$ cat src/rtl/jtcop_snd_pkg.sv
// rtl/jtcop_snd_pkg.sv - shared widths, defaults and FSM encoding for the sound ROM arbiter
package jtcop_snd_pkg;

  localparam int SND_CPU_AW   = 16;
  localparam int SND_PCM_AW   = 18;
  localparam int SND_SDRAM_AW = 19;

  localparam logic [SND_SDRAM_AW-1:0] SND_PCM_OFFSET = 19'h10000;
  localparam logic [3:0]              SND_STARVE_MAX = 4'd15;

  typedef enum logic [1:0] {
    ST_IDLE = 2'd0,
    ST_CPU  = 2'd1,
    ST_PCM  = 2'd2,
    ST_GAP  = 2'd3
  } snd_arb_state_e;

endpackage

$ cat src/rtl/jtcop_snd_romarb_if.sv
// rtl/jtcop_snd_romarb_if.sv - requester and SDRAM slot signals of the sound ROM arbiter
interface jtcop_snd_romarb_if
  import jtcop_snd_pkg::*;
#(
  parameter int CPU_AW   = SND_CPU_AW,
  parameter int PCM_AW   = SND_PCM_AW,
  parameter int SDRAM_AW = SND_SDRAM_AW
) ();

  logic [CPU_AW-1:0]   cpu_addr;
  logic                cpu_cs;
  logic [7:0]          cpu_data;
  logic                cpu_ok;
  logic [PCM_AW-1:0]   pcm_addr;
  logic                pcm_cs;
  logic [7:0]          pcm_data;
  logic                pcm_ok;
  logic [SDRAM_AW-1:0] sdram_addr;
  logic                sdram_cs;
  logic [7:0]          sdram_data;
  logic                sdram_ok;
  logic                pcm_busy;

  // slave is the arbiter; master is the surrounding sound subsystem plus SDRAM slot
  modport slave (
    input  cpu_addr, cpu_cs, pcm_addr, pcm_cs, sdram_data, sdram_ok,
    output cpu_data, cpu_ok, pcm_data, pcm_ok, sdram_addr, sdram_cs, pcm_busy
  );

  modport master (
    output cpu_addr, cpu_cs, pcm_addr, pcm_cs, sdram_data, sdram_ok,
    input  cpu_data, cpu_ok, pcm_data, pcm_ok, sdram_addr, sdram_cs, pcm_busy
  );

endinterface

$ cat src/rtl/jtcop_snd_romarb_ch.sv
// rtl/jtcop_snd_romarb_ch.sv - one-byte tag/data/valid register with registered ok
// JTCOP_SNDARB_CACHE_EN keeps the valid flag alive while cs is low.
module jtcop_snd_romarb_ch #(
  parameter int AW = 16
) (
  input  logic          clk,
  input  logic          rst_n,
  input  logic [AW-1:0] addr_i,
  input  logic          cs_i,
  input  logic          start_i,
  input  logic          capture_i,
  input  logic [7:0]    sdram_data_i,
  output logic [7:0]    data_o,
  output logic          ok_o,
  output logic          pending_o
);

`ifdef JTCOP_SNDARB_CACHE_EN
  localparam bit KEEP_VALID = 1'b1;
`else
  localparam bit KEEP_VALID = 1'b0;
`endif

  logic [AW-1:0] tag_q, tag_d;
  logic [7:0]    data_q, data_d;
  logic          valid_q, valid_d;
  logic          ok_q, ok_d;
  logic          hit;

  assign hit       = cs_i & valid_q & (addr_i == tag_q);
  assign pending_o = cs_i & ~hit;
  assign data_o    = data_q;
  assign ok_o      = ok_q;

  always_comb begin
    tag_d   = tag_q;
    data_d  = data_q;
    valid_d = valid_q;
    ok_d    = hit;
    if (start_i) begin
      tag_d   = addr_i;
      valid_d = 1'b0;
    end
    if (capture_i) begin
      data_d  = sdram_data_i;
      valid_d = 1'b1;
    end
    // dropping cs must win over a same-cycle capture so the next cs starts a fresh fetch
    if (!cs_i && !KEEP_VALID) valid_d = 1'b0;
  end

  always_ff @(posedge clk or negedge rst_n) begin
    if (!rst_n) begin
      tag_q   <= '0;
      data_q  <= '0;
      valid_q <= 1'b0;
      ok_q    <= 1'b0;
    end else begin
      tag_q   <= tag_d;
      data_q  <= data_d;
      valid_q <= valid_d;
      ok_q    <= ok_d;
    end
  end

endmodule

$ cat src/rtl/jtcop_snd_romarb.sv
// rtl/jtcop_snd_romarb.sv - shares one 8-bit SDRAM slot between sound CPU ROM and ADPCM ROM
// Optional JTCOP_SNDARB_CACHE_EN (in the channel) keeps fetched bytes valid across cs drops.
module jtcop_snd_romarb
  import jtcop_snd_pkg::*;
#(
  parameter int                  CPU_AW     = SND_CPU_AW,
  parameter int                  PCM_AW     = SND_PCM_AW,
  parameter int                  SDRAM_AW   = SND_SDRAM_AW,
  parameter logic [SDRAM_AW-1:0] PCM_OFFSET = SND_PCM_OFFSET,
  parameter logic [3:0]          STARVE_MAX = SND_STARVE_MAX
) (
  input  logic               clk,
  input  logic               rst_n,
  jtcop_snd_romarb_if.slave  bus
);

  localparam logic [1:0] S_IDLE = ST_IDLE;
  localparam logic [1:0] S_CPU  = ST_CPU;
  localparam logic [1:0] S_PCM  = ST_PCM;
  localparam logic [1:0] S_GAP  = ST_GAP;

  logic [1:0]          state_q, state_d;
  logic                first_q, first_d;
  logic [3:0]          starve_q, starve_d;
  logic [SDRAM_AW-1:0] saddr_q, saddr_d;
  logic                scs_q, scs_d;

  logic cpu_pend, pcm_pend;
  logic cpu_start, pcm_start;
  logic cpu_cap, pcm_cap;

  jtcop_snd_romarb_ch #(.AW(CPU_AW)) u_cpu_ch (
    .clk          (clk),
    .rst_n        (rst_n),
    .addr_i       (bus.cpu_addr),
    .cs_i         (bus.cpu_cs),
    .start_i      (cpu_start),
    .capture_i    (cpu_cap),
    .sdram_data_i (bus.sdram_data),
    .data_o       (bus.cpu_data),
    .ok_o         (bus.cpu_ok),
    .pending_o    (cpu_pend)
  );

  jtcop_snd_romarb_ch #(.AW(PCM_AW)) u_pcm_ch (
    .clk          (clk),
    .rst_n        (rst_n),
    .addr_i       (bus.pcm_addr),
    .cs_i         (bus.pcm_cs),
    .start_i      (pcm_start),
    .capture_i    (pcm_cap),
    .sdram_data_i (bus.sdram_data),
    .data_o       (bus.pcm_data),
    .ok_o         (bus.pcm_ok),
    .pending_o    (pcm_pend)
  );

  assign bus.sdram_addr = saddr_q;
  assign bus.sdram_cs   = scs_q;
  assign bus.pcm_busy   = (state_q == S_PCM);

  always_comb begin
    state_d   = state_q;
    first_d   = first_q;
    starve_d  = starve_q;
    saddr_d   = saddr_q;
    scs_d     = scs_q;
    cpu_start = 1'b0;
    pcm_start = 1'b0;
    cpu_cap   = 1'b0;
    pcm_cap   = 1'b0;
    case (state_q)
      S_IDLE: begin
        if (cpu_pend && !(pcm_pend && starve_q >= STARVE_MAX)) begin
          state_d   = S_CPU;
          cpu_start = 1'b1;
          first_d   = 1'b1;
          scs_d     = 1'b1;
          saddr_d   = SDRAM_AW'(bus.cpu_addr);
        end else if (pcm_pend) begin
          state_d   = S_PCM;
          pcm_start = 1'b1;
          first_d   = 1'b1;
          scs_d     = 1'b1;
          saddr_d   = PCM_OFFSET + SDRAM_AW'(bus.pcm_addr);
        end
      end
      S_CPU, S_PCM: begin
        // the slot's ok in the first cycle still belongs to the previous address
        first_d = 1'b0;
        if (!first_q && bus.sdram_ok) begin
          cpu_cap = (state_q == S_CPU);
          pcm_cap = (state_q == S_PCM);
          scs_d   = 1'b0;
          state_d = S_GAP;
        end
      end
      S_GAP:   state_d = S_IDLE;
      default: state_d = S_IDLE;
    endcase

    if (!bus.pcm_cs || pcm_start) begin
      starve_d = '0;
    end else if (pcm_pend && state_q != S_PCM && starve_q != 4'hF) begin
      starve_d = starve_q + 4'd1;
    end
  end

  always_ff @(posedge clk or negedge rst_n) begin
    if (!rst_n) begin
      state_q  <= S_IDLE;
      first_q  <= 1'b0;
      starve_q <= '0;
      saddr_q  <= '0;
      scs_q    <= 1'b0;
    end else begin
      state_q  <= state_d;
      first_q  <= first_d;
      starve_q <= starve_d;
      saddr_q  <= saddr_d;
      scs_q    <= scs_d;
    end
  end

endmodule

$ cat src/flat_wrapper.sv
// flat-port wrapper written by rule: the top's interface ports become plain ports
module jtcop_snd_romarb_flat import jtcop_snd_pkg::*;
#(
  parameter int                  CPU_AW     = SND_CPU_AW,
  parameter int                  PCM_AW     = SND_PCM_AW,
  parameter int                  SDRAM_AW   = SND_SDRAM_AW,
  parameter logic [SDRAM_AW-1:0] PCM_OFFSET = SND_PCM_OFFSET,
  parameter logic [3:0]          STARVE_MAX = SND_STARVE_MAX
)
  (clk, rst_n, bus_cpu_addr, bus_cpu_cs, bus_pcm_addr, bus_pcm_cs, bus_sdram_data, bus_sdram_ok, bus_cpu_data, bus_cpu_ok, bus_pcm_data, bus_pcm_ok, bus_sdram_addr, bus_sdram_cs, bus_pcm_busy);
  jtcop_snd_romarb_if #(.CPU_AW(CPU_AW), .PCM_AW(PCM_AW), .SDRAM_AW(SDRAM_AW)) bus_i ();
  input  logic clk;
  input  logic rst_n;
  input wire logic [$bits(bus_i.cpu_addr)-1:0] bus_cpu_addr;
  input wire logic [$bits(bus_i.cpu_cs)-1:0] bus_cpu_cs;
  input wire logic [$bits(bus_i.pcm_addr)-1:0] bus_pcm_addr;
  input wire logic [$bits(bus_i.pcm_cs)-1:0] bus_pcm_cs;
  input wire logic [$bits(bus_i.sdram_data)-1:0] bus_sdram_data;
  input wire logic [$bits(bus_i.sdram_ok)-1:0] bus_sdram_ok;
  output wire logic [$bits(bus_i.cpu_data)-1:0] bus_cpu_data;
  output wire logic [$bits(bus_i.cpu_ok)-1:0] bus_cpu_ok;
  output wire logic [$bits(bus_i.pcm_data)-1:0] bus_pcm_data;
  output wire logic [$bits(bus_i.pcm_ok)-1:0] bus_pcm_ok;
  output wire logic [$bits(bus_i.sdram_addr)-1:0] bus_sdram_addr;
  output wire logic [$bits(bus_i.sdram_cs)-1:0] bus_sdram_cs;
  output wire logic [$bits(bus_i.pcm_busy)-1:0] bus_pcm_busy;
  assign bus_i.cpu_addr = bus_cpu_addr;
  assign bus_i.cpu_cs = bus_cpu_cs;
  assign bus_i.pcm_addr = bus_pcm_addr;
  assign bus_i.pcm_cs = bus_pcm_cs;
  assign bus_i.sdram_data = bus_sdram_data;
  assign bus_i.sdram_ok = bus_sdram_ok;
  assign bus_cpu_data = bus_i.cpu_data;
  assign bus_cpu_ok = bus_i.cpu_ok;
  assign bus_pcm_data = bus_i.pcm_data;
  assign bus_pcm_ok = bus_i.pcm_ok;
  assign bus_sdram_addr = bus_i.sdram_addr;
  assign bus_sdram_cs = bus_i.sdram_cs;
  assign bus_pcm_busy = bus_i.pcm_busy;
  jtcop_snd_romarb #(.CPU_AW(CPU_AW), .PCM_AW(PCM_AW), .SDRAM_AW(SDRAM_AW), .PCM_OFFSET(PCM_OFFSET), .STARVE_MAX(STARVE_MAX)) u_core (.clk(clk), .rst_n(rst_n), .bus(bus_i));
endmodule
$ cat config.mk
export PLATFORM = sky130hd
export DESIGN_NAME = jtcop_snd_romarb_flat
export DESIGN_NICKNAME = d
export VERILOG_FILES = /design/src/rtl/jtcop_snd_pkg.sv /design/src/rtl/jtcop_snd_romarb_if.sv /design/src/rtl/jtcop_snd_romarb_ch.sv /design/src/rtl/jtcop_snd_romarb.sv /design/src/flat_wrapper.sv
export SDC_FILE = /design/constraint.sdc
export NUM_CORES = 1
export LEC_CHECK = 0
export CORE_MARGIN = 2
export CORE_UTILIZATION = 54
export CTS_CLUSTER_DIAMETER = 40
export CTS_CLUSTER_SIZE = 30
export DETAILED_ROUTE_END_ITERATION = 7
export GPL_TIMING_DRIVEN = 0
export PLACE_DENSITY = 0.95
export SETUP_SLACK_MARGIN = 0.02
export SYNTH_ARGS = -nofsm -noshare
export SYNTH_HDL_FRONTEND = slang
export SYNTH_SLANG_ARGS = --single-unit
$ cat constraint.sdc
create_clock -name clk -period 4.1 [get_ports clk]
set_clock_uncertainty 0.05 [all_clocks]
set_input_delay 0.41 -clock clk [delete_from_list [all_inputs] [get_ports clk]]
set_output_delay 0.41 -clock clk [all_outputs]
set_load 0.01 [all_outputs]
==> results of run 1 <==
## cells by family after synthesis
| family | share of synthesized area |
|---|---|
| buffers and inverters | 0.0228 |
| and+or+nand+nor | 0.0614 |
| AOI/OAI and AO/OA | 0.0457 |
| DFF | 0.521 |
| adders and majority gates | 0.0193 |
| xor gates and xnor gates | 0.0811 |
| muxes | 0.249 |
## power groups by stage
stage	Clock, W	Sequential [W]	Combinational (W)
6_report	0.000665	0.00139	0.00141
5_1_grt	0.000709	0.00142	0.00153
4_1_cts	0.000670	0.00139	0.00142
3_5_place_dp	0	0.00140	0.00140
3_3_place_gp	0	0.00137	0.00134
2_1_floorplan	0	0.00144	0.000728
## worst max-delay path by stage
| stage | to | slack (ns) | cells past startpoint | startpoint |
|---|---|---|---|---|
| after floorplan | u_core.bus.sdram_addr[10]$_DFFE_PN0P_ | 1.74 | 9 | bus_pcm_addr[10] |
| after global placement | u_core.u_pcm_ch.data_o[4]$_DFFE_PN0P_ | -0.21 | 1 | rst_n |
| after detailed placement | u_core.bus.sdram_addr[15]$_DFFE_PN0P_ | 0.54 | 10 | bus_pcm_addr[0] |
| after CTS | u_core.bus.sdram_addr[15]$_DFFE_PN0P_ | 0.91 | 10 | bus_pcm_addr[15] |
| after global routing | u_core.bus.sdram_addr[10]$_DFFE_PN0P_ | 0.70 | 10 | bus_pcm_addr[15] |
| final | u_core.bus.sdram_addr[11]$_DFFE_PN0P_ | 0.83 | 10 | bus_pcm_addr[15] |
## per-stage QoR
stage / worst slack, ns / hold slack (ns) / instances / TNS, ns
6_report: 0.827 / 0.444 / 485 / 0
2_1_floorplan: 1.74 / 0.0644 / 286 / 0
3_5_place_dp: 0.542 / 0.373 / 468 / 0
4_1_cts: 0.906 / 0.451 / 485 / 0
5_1_grt: 0.702 / 0.469 / 485 / 0
3_3_place_gp: -0.209 / 0.420 / 467 / -16.69
## metal layers
layer | up-vias | routed length (um)
li1 | 1223 | -
met1 | 1335 | 3680
met2 | 91 | 4570
met3 | 22 | 418
met4 | 0 | 240
met5 | - | 0
## state kept, by name, indices dropped and copies added (netlist names)
| signal | flops |
|---|---|
| u_core.u_cpu_ch.tag_q | 16 |
| u_core.u_cpu_ch.ok_o | 1 |
| u_core.u_pcm_ch.data_o | 8 |
| u_core.starve_q | 4 |
| u_core.bus.sdram_cs | 1 |
| u_core.u_pcm_ch.tag_q | 18 |
| u_core.u_pcm_ch.ok_o | 1 |
| u_core.u_cpu_ch.data_o | 8 |
| u_core.u_pcm_ch.valid_q | 1 |
| u_core.bus.sdram_addr | 19 |
| u_core.first_q | 1 |
| u_core.u_cpu_ch.valid_q | 1 |
| u_core.state_q | 2 |
## Yosys cell counts, drive strengths merged
library cell	n	area, um2
a211o	1	8.76
a211oi	2	15.0
a21boi	1	11.3
a21oi	3	15.0
a22o	2	17.5
a311o	1	10.0
a31o	2	17.5
a31oi	1	6.26
and3	2	12.5
and4b	1	10.0
buf	7	55.1
clkbuf	2	7.51
dfrtp	81	2030
ha	6	75.1
inv	7	26.3
mux2	82	957
mux2i	1	10.0
nand2	6	25.0
nand2b	1	6.26
nand3	6	30.0
nand4	1	6.26
nand4b	1	15.0
nor2	7	26.3
nor2b	1	6.26
nor4	9	56.3
nor4b	3	32.5
o211a	1	10.0
o21ai	6	33.8
o22ai	1	6.26
o2bb2ai	2	17.5
o31a	1	8.76
or3	2	12.5
xnor2	6	52.6
xor2	30	263
## critical path, stage by stage
cell and delay, ns:
clkdlybuf4s50_1 0.47, xor2_1 0.16, nor4_1 0.49, nand4_1 0.31
o21ai_2 0.35, a21boi_2 0.34, nand2b_1 0.14, buf_4 0.22
buf_4 0.22, mux2_2 0.35
## final cells by class
class | instances | area [um2]
inverter | 7 | 26.3
buffer | 9 | 62.6
timing repair buffer | 87 | 878
clock buffer | 11 | 151
clock inverter | 5 | 77.6
sequential | 81 | 2030
tap | 96 | 120
fill | 397 | 1750
multi-input combinational | 189 | 1770
## repair_timing
action,4_1_cts,5_1_grt
hold endpoints to repair,40,0
endpoints found under the setup margin,0,0
hold buffers,1,0
==> flow_metrics.py, run 1 <==
metrics = {
    "critical_path": {
        "rrSetupSlack_ns": 0.95,
        "critical_path_class": "input port to flop",
        "reg2regPathDepth": 9,
        "cp_max_fo": 10,
        "cp-end-kind": "flop",
        "worstPathArrival_ns": 3.47,
        "critPathRequiredTime_ns": 4.30,
        "r2r-start": "u_core.u_pcm_ch.tag_q[0]$_DFFE_PN0P_",
        "regToRegEndpoint": "u_core.bus.sdram_addr[11]$_DFFE_PN0P_",
        "critPathLaunchType": "input port",
    },
    "floorplanning": {
        "dieWidth_um": 88.9,
        "die_area_um2": 7900,
        "die_h_um": 88.9,
        "rows": 30,
        "coreArea_um2": 6870,
        "io_pins": 86,
        "start_util": 0.566,
    },
    "pwr": {
        "ir_drop_uv": 348,
        "pwr-share-clk": 0.192,
        "comb_power_share": 0.408,
        "p_sw_w": 0.00112,
        "power.internal_w": 0.00234,
        "switching_share": 0.324,
        "p_leak_nw": 2.23,
        "seq_power_share": 0.400,
        "powerDensity_nw_per_um2": 677,
        "power.total_w": 0.00346,
    },
    "clock_tree": {
        "cts_buffers": 9,
        "clock_sinks": 81,
        "cts_tree": "done",
        "clock-root-buffer": "clkbuf_8",
        "post_cts.repair.setup_buffers": 0,
        "worstSkewPairLatency_ns": 0.35,
        "clk_pin_slew_worst_paths_ns": 0.08,
        "clk_path_buf_depth": 2,
        "htree_levels": 3,
        "ctsResizeCount": 0,
    },
    "sta": {
        "setup_viol": 0,
        "rsz0062_at_grt": "no",
        "timing.final.crit_share": 0.798,
        "slew_headroom": 0.632,
        "hold_viol": 0,
        "period_minus_slack_ns": 3.27,
        "slew_violations": 0,
        "max_freq_mhz": 306,
        "tightest_slew_ns": 0.551,
    },
    "detailed_routing": {
        "drtAntennaViolNets": 0,
        "drc": 0,
        "drt_first_pass_iters": 4,
        "num_vias": 2671,
        "drt-vias-per-instance": 5.51,
        "drt_iter0_drc": 154,
        "wire_per_inst_um": 18.4,
        "wl_um": 8900,
    },
    "grt": {
        "use_met3": 0.0588,
        "antenna_found_initial": 0,
        "gr-usage-met2": 0.412,
        "grtUsageMet1": 0.305,
        "grt_max_degree": 42,
        "grt_pass1_wl_um": 14500,
        "busiest_layer": "met2",
        "overflow": 0,
        "first_global_vias": 2955,
        "track_usage": 0.247,
    },
    "finish": {
        "final_net_count": 437,
        "final_common_cell": "clkdlybuf4s50_1",
        "stdcell_area_um2": 5120,
        "mostFrequentLayoutCells": "clkdlybuf4s50_1 (84), dfrtp_1 (81), mux2_2 (39), mux2_1 (34), xor2_1 (30)",
        "fin_util": 0.745,
        "diodes": 0,
        "drive_gt1_frac": 0.206,
        "area_growth_pct": 31.6,
    },
    "logic_synthesis": {
        "synthesis.nets": 339,
        "synthCells": 286,
        "ys_ff_latch": 81,
        "synth_area_um2": 3890,
        "synth.distinct_cells": 41,
        "avgSynthCellArea_um2": 13.6,
        "yosysSeqAreaShare": 0.521,
        "yosysWarningCount": 0,
    },
    "hold_path": {
        "hold_class": "flop to flop",
        "hold_end": "u_core.bus.sdram_addr[16]$_DFFE_PN0P_",
        "hold_start": "u_core.bus.sdram_addr[16]$_DFFE_PN0P_",
        "whs_path_depth": 1,
    },
    "placement": {
        "place_area_um2": 4880,
        "portBuffers": 85,
        "hpwl_um": 6480,
        "place_congestion": 0.885,
    },
    "run": {
        "cap_violations": 0,
    },
    "outcome": {
        "outcome": "finished clean",
    },
}
Power figures use the tool's default switching activity.
==> run 2: changes to the inputs <==
- CORE_UTILIZATION: 54 -> 46
- PLACE_DENSITY: 0.95 -> 0.88
- clock period: 4.1 -> 2.65 ns (I/O delays scaled with it)
==> flow_metrics.py, run 2 (same netlist as run 1, synthesis figures left out) <==
metrics = {
    "outcome": {
        "outcome": "finished clean",
    },
    "finish": {
        "final_net_count": 446,
        "area_growth_pct": 36.4,
        "diodes": 0,
        "largest_reg_flops": 19,
        "mostFrequentLayoutCells": "clkdlybuf4s50_1 (84), dfrtp_1 (81), mux2_2 (39), mux2_1 (34), xor2_1 (30)",
        "stdcell_count": 503,
        "drive_gt1_frac": 0.236,
        "final_common_cell": "clkdlybuf4s50_1",
        "stdcell_area_um2": 5310,
    },
    "floorplanning": {
        "rows": 33,
        "start_util": 0.473,
        "die_area_um2": 9210,
        "io_pins": 86,
        "dieWidth_um": 96.0,
        "coreArea_um2": 8220,
        "die_h_um": 96.0,
    },
    "grt": {
        "overflow": 0,
        "grt_max_degree": 46,
        "first_global_vias": 2748,
        "track_usage": 0.200,
        "antenna_found_initial": 0,
        "grt_pass1_wl_um": 13700,
    },
    "critical_path": {
        "max_stage_delay_ns": 0.42,
        "reg2regPathDepth": 9,
        "crit_family": "simple AND/OR/NAND/NOR gates",
        "cp_max_fo": 7,
        "path_buf_inv": 2,
        "crit_cells": 9,
        "slowest_stage": "dfrtp_1",
        "critical_path_class": "flop to flop",
        "critPathRequiredTime_ns": 2.84,
        "cp-end-kind": "flop",
        "worstPathArrival_ns": 2.81,
        "critPathLaunchType": "flop",
        "crit_path_cell_trace": "xor2_1 > nor4_2 > nand4_1 > o21ai_4 > o211a_1 > buf_6 > buf_12 > mux2_1 > mux2_2",
    },
    "placement": {
        "pre_cts_ws_ns": -0.685,
        "place_congestion": 0.850,
        "portBuffers": 85,
        "hpwl_um": 6160,
        "place_area_um2": 4900,
        "numPlacedInstances": 477,
    },
    "clock_tree": {
        "clock-root-buffer": "clkbuf_8",
        "cts_tree": "done",
        "clk_pin_slew_worst_paths_ns": 0.10,
        "cts_buffers": 9,
        "worstSkewPairLatency_ns": 0.37,
        "clk_path_buf_depth": 2,
        "clock_sinks": 81,
        "htree_levels": 3,
    },
    "sta": {
        "setup_viol": 0,
        "period_minus_slack_ns": 2.62,
        "max_freq_mhz": 381,
        "slew_violations": 0,
        "timing.final.crit_share": 0.990,
        "slew_headroom": 0.663,
        "hold_viol": 0,
        "tightest_slew_ns": 0.504,
        "fin_ws_ns": 0.0268,
    },
    "detailed_routing": {
        "drt_first_pass_iters": 4,
        "wire_per_inst_um": 17.7,
        "drtAntennaViolNets": 0,
        "drc": 0,
        "wl_um": 8890,
        "drt-vias-per-instance": 5.41,
        "drt_iter0_drc": 108,
        "num_vias": 2719,
    },
    "pwr": {
        "power.total_w": 0.00549,
        "ir_drop_uv": 528,
        "powerDensity_nw_per_um2": 1040,
        "p_leak_nw": 2.32,
    },
    "run": {
        "cap_violations": 0,
    },
    "hold_path": {
        "hold_class": "input port to asynchronous set/reset pin",
    },
}
run 2: stage by stage:
stage,util,TNS [ns],hold slack (ns)
2_1_floorplan,-,0,-0.0806
3_3_place_gp,0.593,-145.10,0.432
3_5_place_dp,0.596,-21.07,0.213
4_1_cts,0.635,0,0.367
5_1_grt,0.646,-0.858,0.397
6_report,0.646,0,0.358
run 2: report_power, final:
part	internal (W)	switching (W)	total (W)	leakage, nW
registers	0.00180	0.000349	0.00215	0.986
logic	0.00132	0.000974	0.00230	1.22
clock network	0.000549	0.000500	0.00105	0.117
run 2: routing by layer:
layer | routed length, um | track usage | up-vias
met5 | 0 | 0 | -
met4 | 188 | 0.0833 | 0
met3 | 446 | 0.0423 | 19
met2 | 4410 | 0.319 | 85
met1 | 3850 | 0.265 | 1381
li1 | - | - | 1234
run 2: layout make-up:
| type | instances | area [um2] |
|---|---|---|
| Inverter | 7 | 26.3 |
| Fill cell | 594 | 2910 |
| Sequential cell | 81 | 2030 |
| Multi-Input combinational cell | 189 | 1830 |
| Tap cell | 105 | 131 |
| Clock inverter | 7 | 106 |
| Clock buffer | 9 | 124 |
| Buffer | 9 | 82.6 |
| Timing Repair Buffer | 96 | 978 |
run 2: repair_timing:
action,in CTS,in global routing
resized for setup,9,4
buffers inserted,4,5
setup endpoints to repair,29,51
pin swaps,3,4
hold buffers,1,0
hold endpoints to repair,36,0
run 2: path summary, 6_finish.rpt:
| path | start | endpoint | slack, ns |
|---|---|---|---|
| min reg2reg | u_core.bus.sdram_addr[17]$_DFFE_PN0P_ | u_core.bus.sdram_addr[17]$_DFFE_PN0P_ | 0.46 |
| min | rst_n | u_core.bus.sdram_addr[14]$_DFFE_PN0P_ | 0.36 |
| max in group asynchronous | rst_n | u_core.state_q[1]$_DFFE_PN0P_ | 1.60 |
| max | u_core.u_pcm_ch.tag_q[14]$_DFFE_PN0P_ | u_core.bus.sdram_addr[1]$_DFFE_PN0P_ | 0.03 |
| min in group clk | u_core.bus.sdram_addr[17]$_DFFE_PN0P_ | u_core.bus.sdram_addr[17]$_DFFE_PN0P_ | 0.46 |
| max reg2reg | u_core.u_pcm_ch.tag_q[14]$_DFFE_PN0P_ | u_core.bus.sdram_addr[1]$_DFFE_PN0P_ | 0.03 |
